--- src/rtl/ball_motion.sv ---
// ball_motion: per-frame ball position generator.
// On each frameTick the four button levels are sampled, a candidate move is
// bounds-checked and then probed against the tile map, one axis at a time.
// A move is committed only when it stays in bounds and neither leading
// corner of the ball lands on a wall tile.
// Optional feature macro: BALL_MOTION_ACCEL_EN. When defined, the step is
// an internal speed (1..4) that ramps up while a direction is held.
module ball_motion #(
    parameter int BALL_SIZE     = 16,
    parameter int STEP          = 1,
    parameter int START_X       = 480,
    parameter int START_Y       = 480,
    parameter int XMIN          = 65,
    parameter int XMAX          = 959,
    parameter int YMIN          = 0,
    parameter int YMAX          = 1023,
    parameter int WALL_TILE_MIN = 1
) (
    input  logic        clk108MHz,
    input  logic        CPU_RESETN,
    input  logic        frameTick,
    input  logic        upPressed,
    input  logic        downPressed,
    input  logic        leftPressed,
    input  logic        rightPressed,
    output logic [9:0]  tileAddr,
    input  logic [5:0]  tileType,
    output logic [10:0] ballX,
    output logic [10:0] ballY,
    output logic        busy,
    output logic        collision
);

    localparam logic [11:0] SIZE_M1 = 12'(BALL_SIZE - 1);
    localparam logic [11:0] XMIN_W  = 12'(XMIN);
    localparam logic [11:0] XMAX_W  = 12'(XMAX);
    localparam logic [11:0] YMIN_W  = 12'(YMIN);
    localparam logic [11:0] YMAX_W  = 12'(YMAX);
    localparam logic [5:0]  WALL_W  = 6'(WALL_TILE_MIN);

    typedef enum logic [2:0] {
        IDLE,
        X_PROBE0,
        X_PROBE1,
        X_CHECK,
        Y_PROBE0,
        Y_PROBE1,
        Y_CHECK
    } stateType;

    stateType state;
    stateType yEntryState;

    logic latUp, latDown, latLeft, latRight;
    logic goUp, goDown, goLeft, goRight;
    logic moveX, moveY;
    logic wallA, xForce, yForce;
    logic tileIsWall, xClear, yClear, xBlocked, yBlocked;
    logic [11:0] stepNow;
    logic [11:0] ballXW, ballYW;
    logic [11:0] nx, ny, leadCol, leadRow, xAfter, rowBottom, colRight;

`ifdef BALL_MOTION_ACCEL_EN
    logic [2:0] speed;
    logic [3:0] prevDir;
    logic [3:0] dirNow;

    // Step for this frame: ramps while the same direction pair is held, otherwise restarts at 1
    always_comb begin
        dirNow = {goUp, goDown, goLeft, goRight};
        if (state != IDLE) begin
            stepNow = {9'd0, speed};
        end else if (dirNow != 4'd0 && dirNow == prevDir) begin
            stepNow = (speed == 3'd4) ? 12'd4 : {9'd0, speed} + 12'd1;
        end else begin
            stepNow = 12'd1;
        end
    end
`else
    // Fixed step per frame
    always_comb begin
        stepNow = 12'(STEP);
    end
`endif

    // Candidate positions, bounds decisions and probe coordinates for both axes
    always_comb begin
        goLeft  = (state == IDLE) ? (leftPressed & ~rightPressed) : latLeft;
        goRight = (state == IDLE) ? (rightPressed & ~leftPressed) : latRight;
        goUp    = (state == IDLE) ? (upPressed & ~downPressed)    : latUp;
        goDown  = (state == IDLE) ? (downPressed & ~upPressed)    : latDown;
        moveX   = goLeft | goRight;
        moveY   = goUp | goDown;

        ballXW = {1'b0, ballX};
        ballYW = {1'b0, ballY};

        nx       = goLeft ? (ballXW - stepNow) : (ballXW + stepNow);
        xBlocked = goLeft ? (ballXW < XMIN_W + stepNow) : (nx + SIZE_M1 > XMAX_W);
        leadCol  = goLeft ? nx : (nx + SIZE_M1);

        tileIsWall = (tileType >= WALL_W);
        xClear     = !xForce && !wallA && !tileIsWall;
        yClear     = !yForce && !wallA && !tileIsWall;

        xAfter    = (state == X_CHECK && xClear) ? nx : ballXW;
        rowBottom = ballYW + SIZE_M1;
        colRight  = xAfter + SIZE_M1;

        ny       = goUp ? (ballYW - stepNow) : (ballYW + stepNow);
        yBlocked = goUp ? (ballYW < YMIN_W + stepNow) : (ny + SIZE_M1 > YMAX_W);
        leadRow  = goUp ? ny : (ny + SIZE_M1);

        if (!moveY) begin
            yEntryState = IDLE;
        end else if (yBlocked) begin
            yEntryState = Y_CHECK;
        end else begin
            yEntryState = Y_PROBE0;
        end
    end

    // Update sequencer: sample buttons, probe the leading corners per axis, commit or flag collision
    always_ff @(posedge clk108MHz or negedge CPU_RESETN) begin
        if (!CPU_RESETN) begin
            state     <= IDLE;
            ballX     <= 11'(START_X);
            ballY     <= 11'(START_Y);
            busy      <= 1'b0;
            collision <= 1'b0;
            tileAddr  <= 10'd0;
            latUp     <= 1'b0;
            latDown   <= 1'b0;
            latLeft   <= 1'b0;
            latRight  <= 1'b0;
            wallA     <= 1'b0;
            xForce    <= 1'b0;
            yForce    <= 1'b0;
`ifdef BALL_MOTION_ACCEL_EN
            speed     <= 3'd1;
            prevDir   <= 4'd0;
`endif
        end else begin
            collision <= 1'b0;
            case (state)
                IDLE: begin
                    if (frameTick && !busy) begin
                        busy     <= 1'b1;
                        latUp    <= goUp;
                        latDown  <= goDown;
                        latLeft  <= goLeft;
                        latRight <= goRight;
`ifdef BALL_MOTION_ACCEL_EN
                        speed    <= stepNow[2:0];
                        prevDir  <= dirNow;
`endif
                        if (moveX) begin
                            xForce <= xBlocked;
                            if (xBlocked) begin
                                state <= X_CHECK;
                            end else begin
                                tileAddr <= {ballY[9:5], leadCol[9:5]};
                                state    <= X_PROBE0;
                            end
                        end else begin
                            yForce <= yBlocked;
                            state  <= yEntryState;
                            if (moveY && !yBlocked) begin
                                tileAddr <= {leadRow[9:5], xAfter[9:5]};
                            end
                        end
                    end else begin
                        busy <= 1'b0;
                    end
                end
                X_PROBE0: begin
                    tileAddr <= {rowBottom[9:5], leadCol[9:5]};
                    state    <= X_PROBE1;
                end
                X_PROBE1: begin
                    wallA <= tileIsWall;
                    state <= X_CHECK;
                end
                X_CHECK: begin
                    if (xClear) begin
                        ballX <= nx[10:0];
                    end else begin
                        collision <= 1'b1;
`ifdef BALL_MOTION_ACCEL_EN
                        prevDir   <= 4'd0;
`endif
                    end
                    yForce <= yBlocked;
                    state  <= yEntryState;
                    if (moveY && !yBlocked) begin
                        tileAddr <= {leadRow[9:5], xAfter[9:5]};
                    end
                    if (!moveY) begin
                        busy <= 1'b0;
                    end
                end
                Y_PROBE0: begin
                    tileAddr <= {leadRow[9:5], colRight[9:5]};
                    state    <= Y_PROBE1;
                end
                Y_PROBE1: begin
                    wallA <= tileIsWall;
                    state <= Y_CHECK;
                end
                Y_CHECK: begin
                    if (yClear) begin
                        ballY <= ny[10:0];
                    end else begin
                        collision <= 1'b1;
`ifdef BALL_MOTION_ACCEL_EN
                        prevDir   <= 4'd0;
`endif
                    end
                    busy  <= 1'b0;
                    state <= IDLE;
                end
                default: begin
                    state <= IDLE;
                    busy  <= 1'b0;
                end
            endcase
        end
    end

endmodule

--- config.mk ---
export PLATFORM = sky130hd
export DESIGN_NAME = ball_motion
export DESIGN_NICKNAME = d
export VERILOG_FILES = /design/src/rtl/ball_motion.sv
export SDC_FILE = /design/constraint.sdc
export NUM_CORES = 1
export LEC_CHECK = 0
export BUFFER_PORTS_ARGS = -buffer_cell sky130_fd_sc_hd__clkbuf_2
export CAP_MARGIN = 10
export CORE_MARGIN = 5
export CORE_UTILIZATION = 38
export DETAILED_ROUTE_END_ITERATION = 8
export PLACE_DENSITY_LB_ADDON = 0.3
export SLEW_MARGIN = 20
export SYNTH_ARGS = -nofsm -noshare
export SYNTH_HDL_FRONTEND = slang
export SYNTH_SLANG_ARGS = --single-unit
--- constraint.sdc ---
create_clock -name clk108MHz -period 5.7 [get_ports clk108MHz]
set_clock_uncertainty 0.2 [all_clocks]
set_input_delay 1.71 -clock clk108MHz [delete_from_list [all_inputs] [get_ports clk108MHz]]
set_output_delay 1.71 -clock clk108MHz [all_outputs]
set_load 0.01 [all_outputs]
==> key figures, run 1 <==
Status
  • Status: finished clean

Synthesis
  • Yosys reg bits: 44
  • Distinct cells, synth: 90
  • Sequential area share after synthesis: 29.0%
  • Syn nets: roughly 460
  • Post-synth EDFFs: 0
  • Yosys warns: 0
  • Synthesized area: around 0.0038 mm2
  • Post-synthesis async set-or-reset flop share: 100%
  • Avg Cell Area, Syn: just under 9 um2
  • Ys flop type: dfrtp_1
  • Yosys top cell by area: dfrtp_1
  • Synth area leaders: dfrtp_1 (23%), dfstp_2 (5.5%), xnor2_1 (5.3%), ha_1 (4.6%), nor2_1 (4.1%)
  • Area fraction of the dominant cell type after synthesis: roughly a quarter
  • Syn Inst Count: 430

Routing
  • Antenna Violating Nets Remaining: 0
  • Total Wirelength: 9.49 mm
  • Via-to-Cell Ratio: 5.57
  • Wire per inst: 15.7 um
  • DR pass1 iterations: 5
  • Via count: 3375
  • DRC Markers: 0
  • Detailed Route Iter0 Violations: between 200 and 250

Power and ir drop
  • Cell leakage power: slightly below 2 nW
  • Power Density: between 400 and 500 mW/mm2
  • Peak supply drop: ~220 uV
  • Pwr Total: 1.93 mW

Global routing
  • Initial antenna violation count: 0
  • Vias in the first global route: between 3000 and 4000
  • Total track usage: 15.6%
  • Largest net degree at the start of global routing: between 40 and 50
  • First-pass GRT wire length: about 16 mm
  • GRT overflow: 0

Floorplanning
  • DIE AREA: about 0.012 mm2
  • Initial Util: between 30% and 40%
  • Std-Cell Rows: 36
  • Die width: about 110 um
  • Core area: 0.00982 mm2
  • Io pins: 47
  • Die height: between 100 and 150 um

CTS
  • CTS Buffer Depth: 2
  • Root Driver: clkbuf_8
  • Total CTS buffers: 5
  • Clk sinks: 44
  • Post-cts gate resize count: 0
  • Hold-fix buffer count after cts: 0
  • Clk slew on worst S/H paths: roughly 0.08 ns
  • CTS tree: yes
  • H-tree depth: 2
  • Skew-Pair Late Insertion Delay: around 0.29 ns
  • Post-CTS Setup Bufs: 0

Worst setup path
  • Setup crit start kind: primary input
  • Crit Path Category: primary input to register
  • R2R setup slack: 1.35 ns
  • Critical path required time: 5.66 ns
  • CP endpoint kind: register
  • Worst reg-to-reg path cell count: 14
  • Worst Path Max Fanout: 11
  • Crit path launch: leftPressed
  • Reg-to-reg endpoint: tileAddr[6]$_DFFE_PN0P_
  • Worst r2r src: state[0]$_DFFE_PN0P_
  • Worst EP arrival: 5.06 ns

STA
  • Slew HR: 55.6%
  • Final Cycle Share: 89.4%
  • Setup TNS: 0 ns
  • RSZ-0062 raised after global routing: false
  • Minimum clock period: 5.10 ns
  • Worst slew pin tran: about 0.66 ns
  • Setup ws final: 0.602 ns
  • Slew Viols, Final: 0
  • FMAX: around 200 MHz
  • Fin. Hold Viols: 0
  • Final count of negative-setup-slack endpoints: 0
  • Fin Hold WS: between 0.3 and 0.4 ns

Final layout
  • Most common cell after layout, fill and taps aside: clkbuf_2
  • Commonest non-fill, non-tap cells in the layout: clkbuf_2 (46), nor2_1 (42), dfrtp_1 (36), nand2_1 (34), xnor2_1 (23)
  • Fraction of layout cells with a size suffix above 1: 23.3%
  • Final nets: 500
  • Synth-to-Final Area Change: 12.1%
  • # diodes: 0
  • Final Instance Area: approximately 0.0043 mm2
  • Fin util: roughly 44%
  • Non-Filler Instances: between 600 and 700

Place
  • Post-DP HPWL: 7.39 mm
  • Placed cell count: between 500 and 600
  • Post-Place Worst Slack: ~0.32 ns
  • Gpl congestion: 0.889
  • IO Port Bufs: between 40 and 50
  • Placed cell area: between 0.004 and 0.005 mm2

Hold path
  • Worst Hold Endpoint: tileAddr[5]$_DFFE_PN0P_
  • Hold Path Stages: 1
  • HP Start: tileAddr[5]$_DFFE_PN0P_
  • Hold Path Class: register to register

Run
  • MaxCap Viol Count: 0
==> report_power, final <==
| group | switching, mW | internal [mW] | total, mW | leakage [nW] |
|---|---|---|---|---|
| Combinational | 0.724 | 0.495 | 1.22 | 1.32 |
| Clock | 0.105 | 0.130 | 0.235 | 0.0552 |
| Sequential | 0.0922 | 0.386 | 0.478 | 0.559 |
==> cell usage after synthesis, types with 3 or more instances <==
library cell	n
nor2_1	42
dfrtp_1	36
nand2_1	34
xnor2_1	23
a21oi_1	21
o21ai_0	20
nor3_1	16
inv_1	15
ha_1	14
mux2_2	12
xor2_1	11
clkbuf_1	10
nand2b_1	10
nor2b_1	9
o2bb2ai_1	9
and3_1	8
dfstp_2	8
o211ai_1	8
mux2i_1	7
nand3_1	7
a222oi_1	4
buf_2	4
a221oi_1	3
a22oi_1	3
a31oi_1	3
nand4_1	3
o21ai_1	3
o22ai_1	3
o31a_1	3
xor2_2	3
==> registers in the layout (all words and copies together), names as in the netlist, 3 cells and up <==
register  count
ballX        11
ballY        11
state         3
tileAddr     10
==> area by class of cell <==
class	instances	area, um2
inverters	16	60.1
multi-input cells	352	2570
flip-flops and latches	44	1110
fillers	997	5520
clock inverters	2	35.0
well taps	133	166
clock buffers	6	72.6
repair buffers	53	283
==> worst max-delay path, cell delays in order <==
cell and delay, ns:
clkbuf_2 0.09, nor2b_1 0.18, mux2i_1 0.12, inv_1 0.30, ha_1 0.35, o21ai_0 0.26
a21oi_1 0.14, o22ai_2 0.23, or4b_1 0.46, o211ai_1 0.19, o211a_1 0.21, o221ai_1 0.15
a22o_1 0.30, o21bai_4 0.23, o2bb2ai_1 0.16
==> worst max path at each step <==
stage	to	slack, ns	cells past startpoint
CTS	tileAddr[6]$_DFFE_PN0P_	0.62	15
floorplan	tileAddr[4]$_DFFE_PN0P_	0.47	14
finish	tileAddr[6]$_DFFE_PN0P_	0.60	15
global placement	tileAddr[5]$_DFFE_PN0P_	0.44	15
detailed placement	tileAddr[1]$_DFFE_PN0P_	0.32	15
global route	tileAddr[6]$_DFFE_PN0P_	0.29	15
==> metal layers <==
| layer | vias up | GRT usage (%) | share of wire [%] |
|---|---|---|---|
| li1 | 1683 | - | - |
| met4 | 0 | 3.12 | 0.94 |
| met2 | 88 | 24.6 | 46 |
| met1 | 1597 | 22.5 | 49 |
| met3 | 7 | 2.46 | 4.3 |
| met5 | - | 0 | 0 |
==> cells by family after synthesis <==
kind of cell             after synthesis  share of synthesized area, %
multiplexers                          22                          6.91
buffers and inverters                 34                          3.95
AND/OR/NAND/NOR                      155                          21.3
adder cells (fa/ha/maj)               15                          5.09
AO/OA/AOI/OAI                        122                          24.3
XOR/XNOR                              38                          9.46
flip-flops                            44                          29.0
(Power assumes the default switching activity.)
==> run 2, diff against run 1 <==
--- a/config.mk
+++ b/config.mk
@@ -9,5 +9,5 @@
 export CAP_MARGIN = 10
 export CORE_MARGIN = 5
-export CORE_UTILIZATION = 38
+export CORE_UTILIZATION = 40
 export DETAILED_ROUTE_END_ITERATION = 8
 export PLACE_DENSITY_LB_ADDON = 0.3
==> constraint.sdc (replaced) <==
create_clock -name clk108MHz -period 5.7 [get_ports clk108MHz]
set_clock_uncertainty 0.2 [all_clocks]
set_input_delay 0.57 -clock clk108MHz [delete_from_list [all_inputs] [get_ports clk108MHz]]
set_output_delay 0.57 -clock clk108MHz [all_outputs]
set_load 0.01 [all_outputs]
==> run 2 against run 1 <==
Effect of this change:
- clock power rose by 22%
- non-clock buffer count fell by 5
- final cell count shrank 1.5%
- combinational power is essentially flat
- critical path type is now register to register
==> key figures, run 2 (synthesized netlist as in run 1, its figures left out) <==
Floorplanning
  • Io pins: 47 (unchanged)
  • DIE AREA: 0.0116 mm2 (-4.6%)
  • Std-Cell Rows: 35 (-2.8%)
  • Initial Util: 41.3% (+2.3 points)
  • Die width: 108 um (-2.3%)
  • Core area: 0.00928 mm2 (-5.5%)
  • Die height: 108 um (-2.3%)

STA
  • Minimum clock period: 4.95 ns (-0.153 ns)
  • Setup TNS: 0 ns (unchanged)
  • Slew Viols, Final: 0 (unchanged)
  • Slew HR: 48.6% (-6.9 points)
  • FMAX: 202 MHz (+3.1%)
  • Final Cycle Share: 86.8% (-2.7 points)
  • RSZ-0062 raised after global routing: false
  • Setup ws final: 0.755 ns (+0.153 ns)
  • Final count of negative-setup-slack endpoints: 0 (unchanged)
  • Worst slew pin tran: 0.759 ns (+0.0939 ns)
  • Fin. Hold Viols: 0 (unchanged)

Routing
  • Total Wirelength: 9.70 mm (+2.2%)
  • Via-to-Cell Ratio: 5.74 (+3.1%)
  • Wire per inst: 16.2 um (+3.7%)
  • Via count: 3427 (+1.5%)
  • DR pass1 iterations: 5 (unchanged)
  • Antenna Violating Nets Remaining: 0 (unchanged)
  • DRC Markers: 0 (unchanged)
  • Detailed Route Iter0 Violations: 174 (-21%)

CTS
  • Clk sinks: 44 (unchanged)
  • CTS Buffer Depth: 2 (unchanged)
  • Post-CTS Setup Bufs: 0 (unchanged)
  • Clk slew on worst S/H paths: 0.10 ns (+0.02 ns)
  • Skew-Pair Late Insertion Delay: 0.30 ns (about the same)
  • Root Driver: clkbuf_8
  • Total CTS buffers: 5 (unchanged)
  • Hold-fix buffer count after cts: 0 (unchanged)
  • CTS tree: yes
  • H-tree depth: 2 (unchanged)
  • Post-cts gate resize count: 0 (unchanged)

Final layout
  • Commonest non-fill, non-tap cells in the layout: clkbuf_2 (46), nor2_1 (42), dfrtp_1 (36), nand2_1 (34), xnor2_1 (23)
  • Fraction of layout cells with a size suffix above 1: 22.4% (-0.82 points)
  • Fin util: 46.1% (+2.3 points)
  • Filler Cell Count: 936 (-6.1%)
  • Most common cell after layout, fill and taps aside: clkbuf_2
  • Final nets: 495 (-1.0%)
  • # diodes: 0 (unchanged)
  • Synth-to-Final Area Change: 11.7%
  • Biggest regs: ballX: 11 flops, ballY: 11 flops, tileAddr: 10 flops

Global routing
  • GRT overflow: 0 (unchanged)
  • Total track usage: 16.9% (+1.3 points)
  • First-pass GRT wire length: 16.1 mm (-0.51%)
  • Largest net degree at the start of global routing: 45 (unchanged)
  • Initial antenna violation count: 0 (unchanged)
  • Vias in the first global route: 3296 (+2.0%)

Worst setup path
  • Worst Path Max Fanout: 15 (+4)
  • Worst EP arrival: 4.95 ns (-0.11 ns)
  • Setup crit start kind: register
  • Critical path required time: 5.71 ns (+0.05 ns)
  • Crit Path Category: register to register
  • CP endpoint kind: register

Hold path
  • Hold Path Class: primary input to async pin

Power and ir drop
  • Peak supply drop: 201 uV (-9.8%)
  • Power Density: 453 mW/mm2 (+0.83%)
  • Cell leakage power: 1.92 nW (-0.77%)

Place
  • Gpl congestion: 0.903 (+1.6%)
  • Post-DP HPWL: 7.35 mm (-0.63%)
  • Post-Place Worst Slack: 0.836 ns (+0.514 ns)
  • IO Port Bufs: 46 (unchanged)

Status
  • Status: finished clean

Run
  • MaxCap Viol Count: 0 (unchanged)
run 2: cell types whose count changed in the layout (fill, tap and decap cells not counted), sizes merged:
cell,previous run,this run
buf,7,2
bufinv,1,2
clkinv,2,1
run 2: per-layer routing:
metal | track usage [%] | share of wire, %
met1 | 23.4 | 47
met2 | 27.4 | 48
met3 | 2.51 | 4.1
met4 | 4.69 | 1.5
met5 | 0 | 0
run 2: path summary, 6_finish.rpt:
check | startpoint | endpoint | slack (ns) | cells past startpoint
min in group clk108MHz | tileAddr[8]$_DFFE_PN0P_ | tileAddr[8]$_DFFE_PN0P_ | 0.30 | 1
max in group asynchronous | CPU_RESETN | latUp$_DFFE_PN0P_ | 4.74 | 2
worst min-delay path | CPU_RESETN | tileAddr[1]$_DFFE_PN0P_ | 0.15 | 2
worst max-delay path | state[0]$_DFFE_PN0P_ | tileAddr[0]$_DFFE_PN0P_ | 0.75 | 15
worst max register to register | state[0]$_DFFE_PN0P_ | tileAddr[0]$_DFFE_PN0P_ | 0.75 | 15
worst min register to register | tileAddr[8]$_DFFE_PN0P_ | tileAddr[8]$_DFFE_PN0P_ | 0.30 | 1
run 2: area by class of cell:
type / count / area, um2 / share of cell area (%)
Multi-Input combinational cell: 352 / 2570 / 60.1
Sequential cell: 44 / 1110 / 25.9
Timing Repair Buffer: 48 / 245 / 5.72
Tap cell: 129 / 161 / 3.77
Clock buffer: 6 / 72.6 / 1.69
Clock inverter: 2 / 60.1 / 1.40
Inverter: 16 / 60.1 / 1.40
run 2: power breakdown:
group / internal, mW / leakage (nW) / switching, mW
registers: 0.380 / 0.559 / 0.0870
clock network: 0.175 / 0.0654 / 0.111
logic: 0.467 / 1.29 / 0.720
total: 1.02 / 1.92 / 0.919
run 2: worst max-delay path: stages, from the launching register on:
cell	delay (ns)
dfrtp_1	0.56
nor3_4	0.49
mux2i_1	0.23
buf_4	0.16
inv_1	0.20
ha_1	0.39
a211oi_2	0.36
o21ai_1	0.16
xnor2_2	0.30
o311ai_2	0.25
and3_1	0.21
o211a_1	0.19
o221ai_1	0.22
a22o_1	0.48
o21bai_4	0.27
o2bb2ai_1	0.15
run 2: per-stage QoR:
step	cells	area [um2]	power, mW	hold slack [ns]
global placement	589	4150	1.62	0.290
finish	597	4280	1.94	0.146
global route	597	4280	2.08	0.204
detailed placement	589	4150	1.64	0.278
CTS	597	4280	1.94	0.165
floorplan	430	3840	1.41	0.0744
==> run 3, diff against run 2 <==
==> constraint.sdc (replaced) <==
create_clock -name clk108MHz -period 5 [get_ports clk108MHz]
set_clock_uncertainty 0.2 [all_clocks]
set_input_delay 0.75 -clock clk108MHz [delete_from_list [all_inputs] [get_ports clk108MHz]]
set_output_delay 0.75 -clock clk108MHz [all_outputs]
set_load 0.01 [all_outputs]
==> run 3 against run 2 <==
Effect of this change:
- sequential share of layout area up 0.084 points
- global-route usage down 0.32 points
- hold slack better by 0.15 ns
- largest power group unchanged
- power up 10%
- critical endpoint is now tileAddr[2]$_DFFE_PN0P_
- sequential power up 9.9%
- highest routed layer unchanged
- fmax up 8.4%
- critical path type unchanged
- design area down 0.32%
==> key figures, run 3 (synthesized netlist as in run 1, its figures left out) <==
Final layout
  • Fraction of layout cells with a size suffix above 1: 23.0% (+0.61 points)
  • Final nets: 500 (+1.0%)
  • Biggest regs: ballX: 11 flops, ballY: 11 flops, tileAddr: 10 flops
  • Filler Cell Count: 923 (-1.4%)
  • Commonest non-fill, non-tap cells in the layout: clkbuf_2 (46), nor2_1 (42), dfrtp_1 (36), nand2_1 (34), xnor2_1 (23)
  • # diodes: 0 (unchanged)
  • Fin util: 46.0% (-0.15 points)
  • Most common cell after layout, fill and taps aside: clkbuf_2
  • Non-Filler Instances: 602 (+0.84%)
  • Synth-to-Final Area Change: 11.3%

Global routing
  • GRT overflow: 0 (unchanged)
  • Largest net degree at the start of global routing: 45 (unchanged)
  • Initial antenna violation count: 0 (unchanged)
  • Total track usage: 16.5% (-0.32 points)
  • Vias in the first global route: 3214 (-2.5%)
  • First-pass GRT wire length: 15.8 mm (-2.1%)

CTS
  • CTS Buffer Depth: 2 (unchanged)
  • Hold-fix buffer count after cts: 0 (unchanged)
  • Root Driver: clkbuf_8
  • Post-CTS Setup Bufs: 0 (unchanged)
  • Post-cts gate resize count: 0 (unchanged)
  • Skew-Pair Late Insertion Delay: 0.30 ns (about the same)
  • Total CTS buffers: 5 (unchanged)
  • CTS tree: yes
  • H-tree depth: 2 (unchanged)
  • Clk sinks: 44 (unchanged)
  • Clk slew on worst S/H paths: 0.08 ns (-0.02 ns)

Worst setup path
  • Setup crit start kind: register
  • Critical path required time: 4.96 ns (-0.75 ns)
  • CP bufs+invs: 1 (-1)
  • CP max stage delay: 0.57 ns (about the same)
  • CP endpoint kind: register
  • CP max stage cell: dfrtp_1
  • Worst EP arrival: 4.53 ns (-0.42 ns)
  • Crit Path Category: register to register
  • Worst Path Max Fanout: 15 (unchanged)
  • Worst-path cell chain: nor3_4 > mux2i_1 > inv_1 > ha_1 > o21ai_0 > nor2_1 > o22ai_2 > or4b_1 > o211ai_1 > o211a_1 > o221ai_1 > a22o_1 > o21bai_4 > o2bb2ai_1
  • CP delay by family, top: compound AO/OA/AOI/OAI gates

Routing
  • DRC Markers: 0 (unchanged)
  • Detailed Route Iter0 Violations: 243 (+40%)
  • Wire per inst: 16.0 um (-1.6%)
  • Via count: 3482 (+1.6%)
  • DR pass1 iterations: 7 (+2)
  • Antenna Violating Nets Remaining: 0 (unchanged)
  • Total Wirelength: 9.63 mm (-0.74%)
  • Via-to-Cell Ratio: 5.78 (+0.76%)

STA
  • Worst slew pin tran: 0.628 ns (-0.130 ns)
  • Setup TNS: 0 ns (unchanged)
  • FMAX: 219 MHz (+8.4%)
  • Final count of negative-setup-slack endpoints: 0 (unchanged)
  • Fin. Hold Viols: 0 (unchanged)
  • RSZ-0062 raised after global routing: false
  • Slew HR: 57.7% (+9.1 points)
  • Minimum clock period: 4.56 ns (-0.382 ns)
  • Slew Viols, Final: 0 (unchanged)
  • Final Cycle Share: 91.3% (+4.5 points)
  • Fin Hold WS: 0.293 ns (+0.147 ns)

Floorplanning
  • Io pins: 47 (unchanged)
  • Initial Util: 41.3% (unchanged)
  • Die width: 108 um (unchanged)
  • Std-Cell Rows: 35 (unchanged)
  • Core area: 0.00928 mm2 (unchanged)
  • Die height: 108 um (unchanged)
  • DIE AREA: 0.0116 mm2 (unchanged)

Power and ir drop
  • Cell leakage power: 1.92 nW (+0.11%)
  • Seq pwr share: 24.0% (about the same)
  • Peak supply drop: 175 uV (-13%)
  • NetSw: 1.05 mW (+14%)
  • Sw frac: 49.1% (+1.7 points)
  • Pint: 1.09 mW (+6.5%)
  • Clock network fraction of total power: 10.2% (-4.6 points)
  • Power Density: 500 mW/mm2 (+10%)
  • Logic gate share of total power: 65.7% (+4.5 points)

Place
  • Placed cell count: 594 (+0.85%)
  • IO Port Bufs: 46 (unchanged)
  • Gpl congestion: 0.879 (-2.7%)
  • Post-DP HPWL: 7.33 mm (-0.18%)

Status
  • Status: finished clean

Hold path
  • Hold Path Class: register to register

Run
  • MaxCap Viol Count: 0 (unchanged)
-- run 3: cell type report --
cell class / count / area, um2 / share of cell area [%]
Clock buffer: 7 / 76.3 / 1.79
Sequential cell: 44 / 1110 / 26.0
Clock inverter: 1 / 5.00 / 0.117
Inverter: 16 / 60.1 / 1.41
Multi-Input combinational cell: 352 / 2570 / 60.3
Tap cell: 129 / 161 / 3.78
Timing Repair Buffer: 53 / 283 / 6.62
-- run 3: per-stage QoR --
| stage | instance area, um2 | total power, mW | setup slack [ns] |
|---|---|---|---|
| 6_report | 4270 | 2.14 | 0.437 |
| 2_1_floorplan | 3840 | 1.61 | 0.735 |
| 3_5_place_dp | 4190 | 1.90 | 0.395 |
| 4_1_cts | 4270 | 2.13 | 0.423 |
| 5_1_grt | 4270 | 2.32 | 0.0329 |
| 3_3_place_gp | 4190 | 1.88 | 0.584 |
-- run 3: worst paths after layout --
check                                     startpoint                 endpoint  slack, ns  cells after the start
worst max-delay path            state[0]$_DFFE_PN0P_  tileAddr[2]$_DFFE_PN0P_       0.44                     14
worst min-delay path             latDown$_DFFE_PN0P_      latDown$_DFFE_PN0P_       0.29                      2
worst max register to register  state[0]$_DFFE_PN0P_  tileAddr[2]$_DFFE_PN0P_       0.44                     14
worst min register to register   latDown$_DFFE_PN0P_      latDown$_DFFE_PN0P_       0.29                      2
max in group asynchronous                 CPU_RESETN  tileAddr[1]$_DFFE_PN0P_       3.88                      2
min in group asynchronous                 CPU_RESETN         busy$_DFFE_PN0P_       0.33                      2
-- run 3: power by group through the flow --
stage	Sequential [mW]	Combinational, mW	Clock, mW
6_report	0.513	1.40	0.219
4_1_cts	0.513	1.39	0.227
3_5_place_dp	0.520	1.38	0
2_1_floorplan	0.525	1.08	0
3_3_place_gp	0.519	1.36	0
5_1_grt	0.525	1.55	0.244
-- run 3: worst min-delay path, cell delays in order, from the launching register on --
cell	delay, ns
dfrtp_1	0.35
nand2_1	0.05
o21ai_0	0.06
-- run 3: metal layers --
| layer | vias up | wire length, um | track usage, % |
|---|---|---|---|
| met5 | - | 0 | 0 |
| met4 | 0 | 165 | 4.69 |
| met3 | 15 | 485 | 1.85 |
| met2 | 103 | 4530 | 26.6 |
| met1 | 1680 | 4440 | 23.5 |
| li1 | 1684 | - | - |
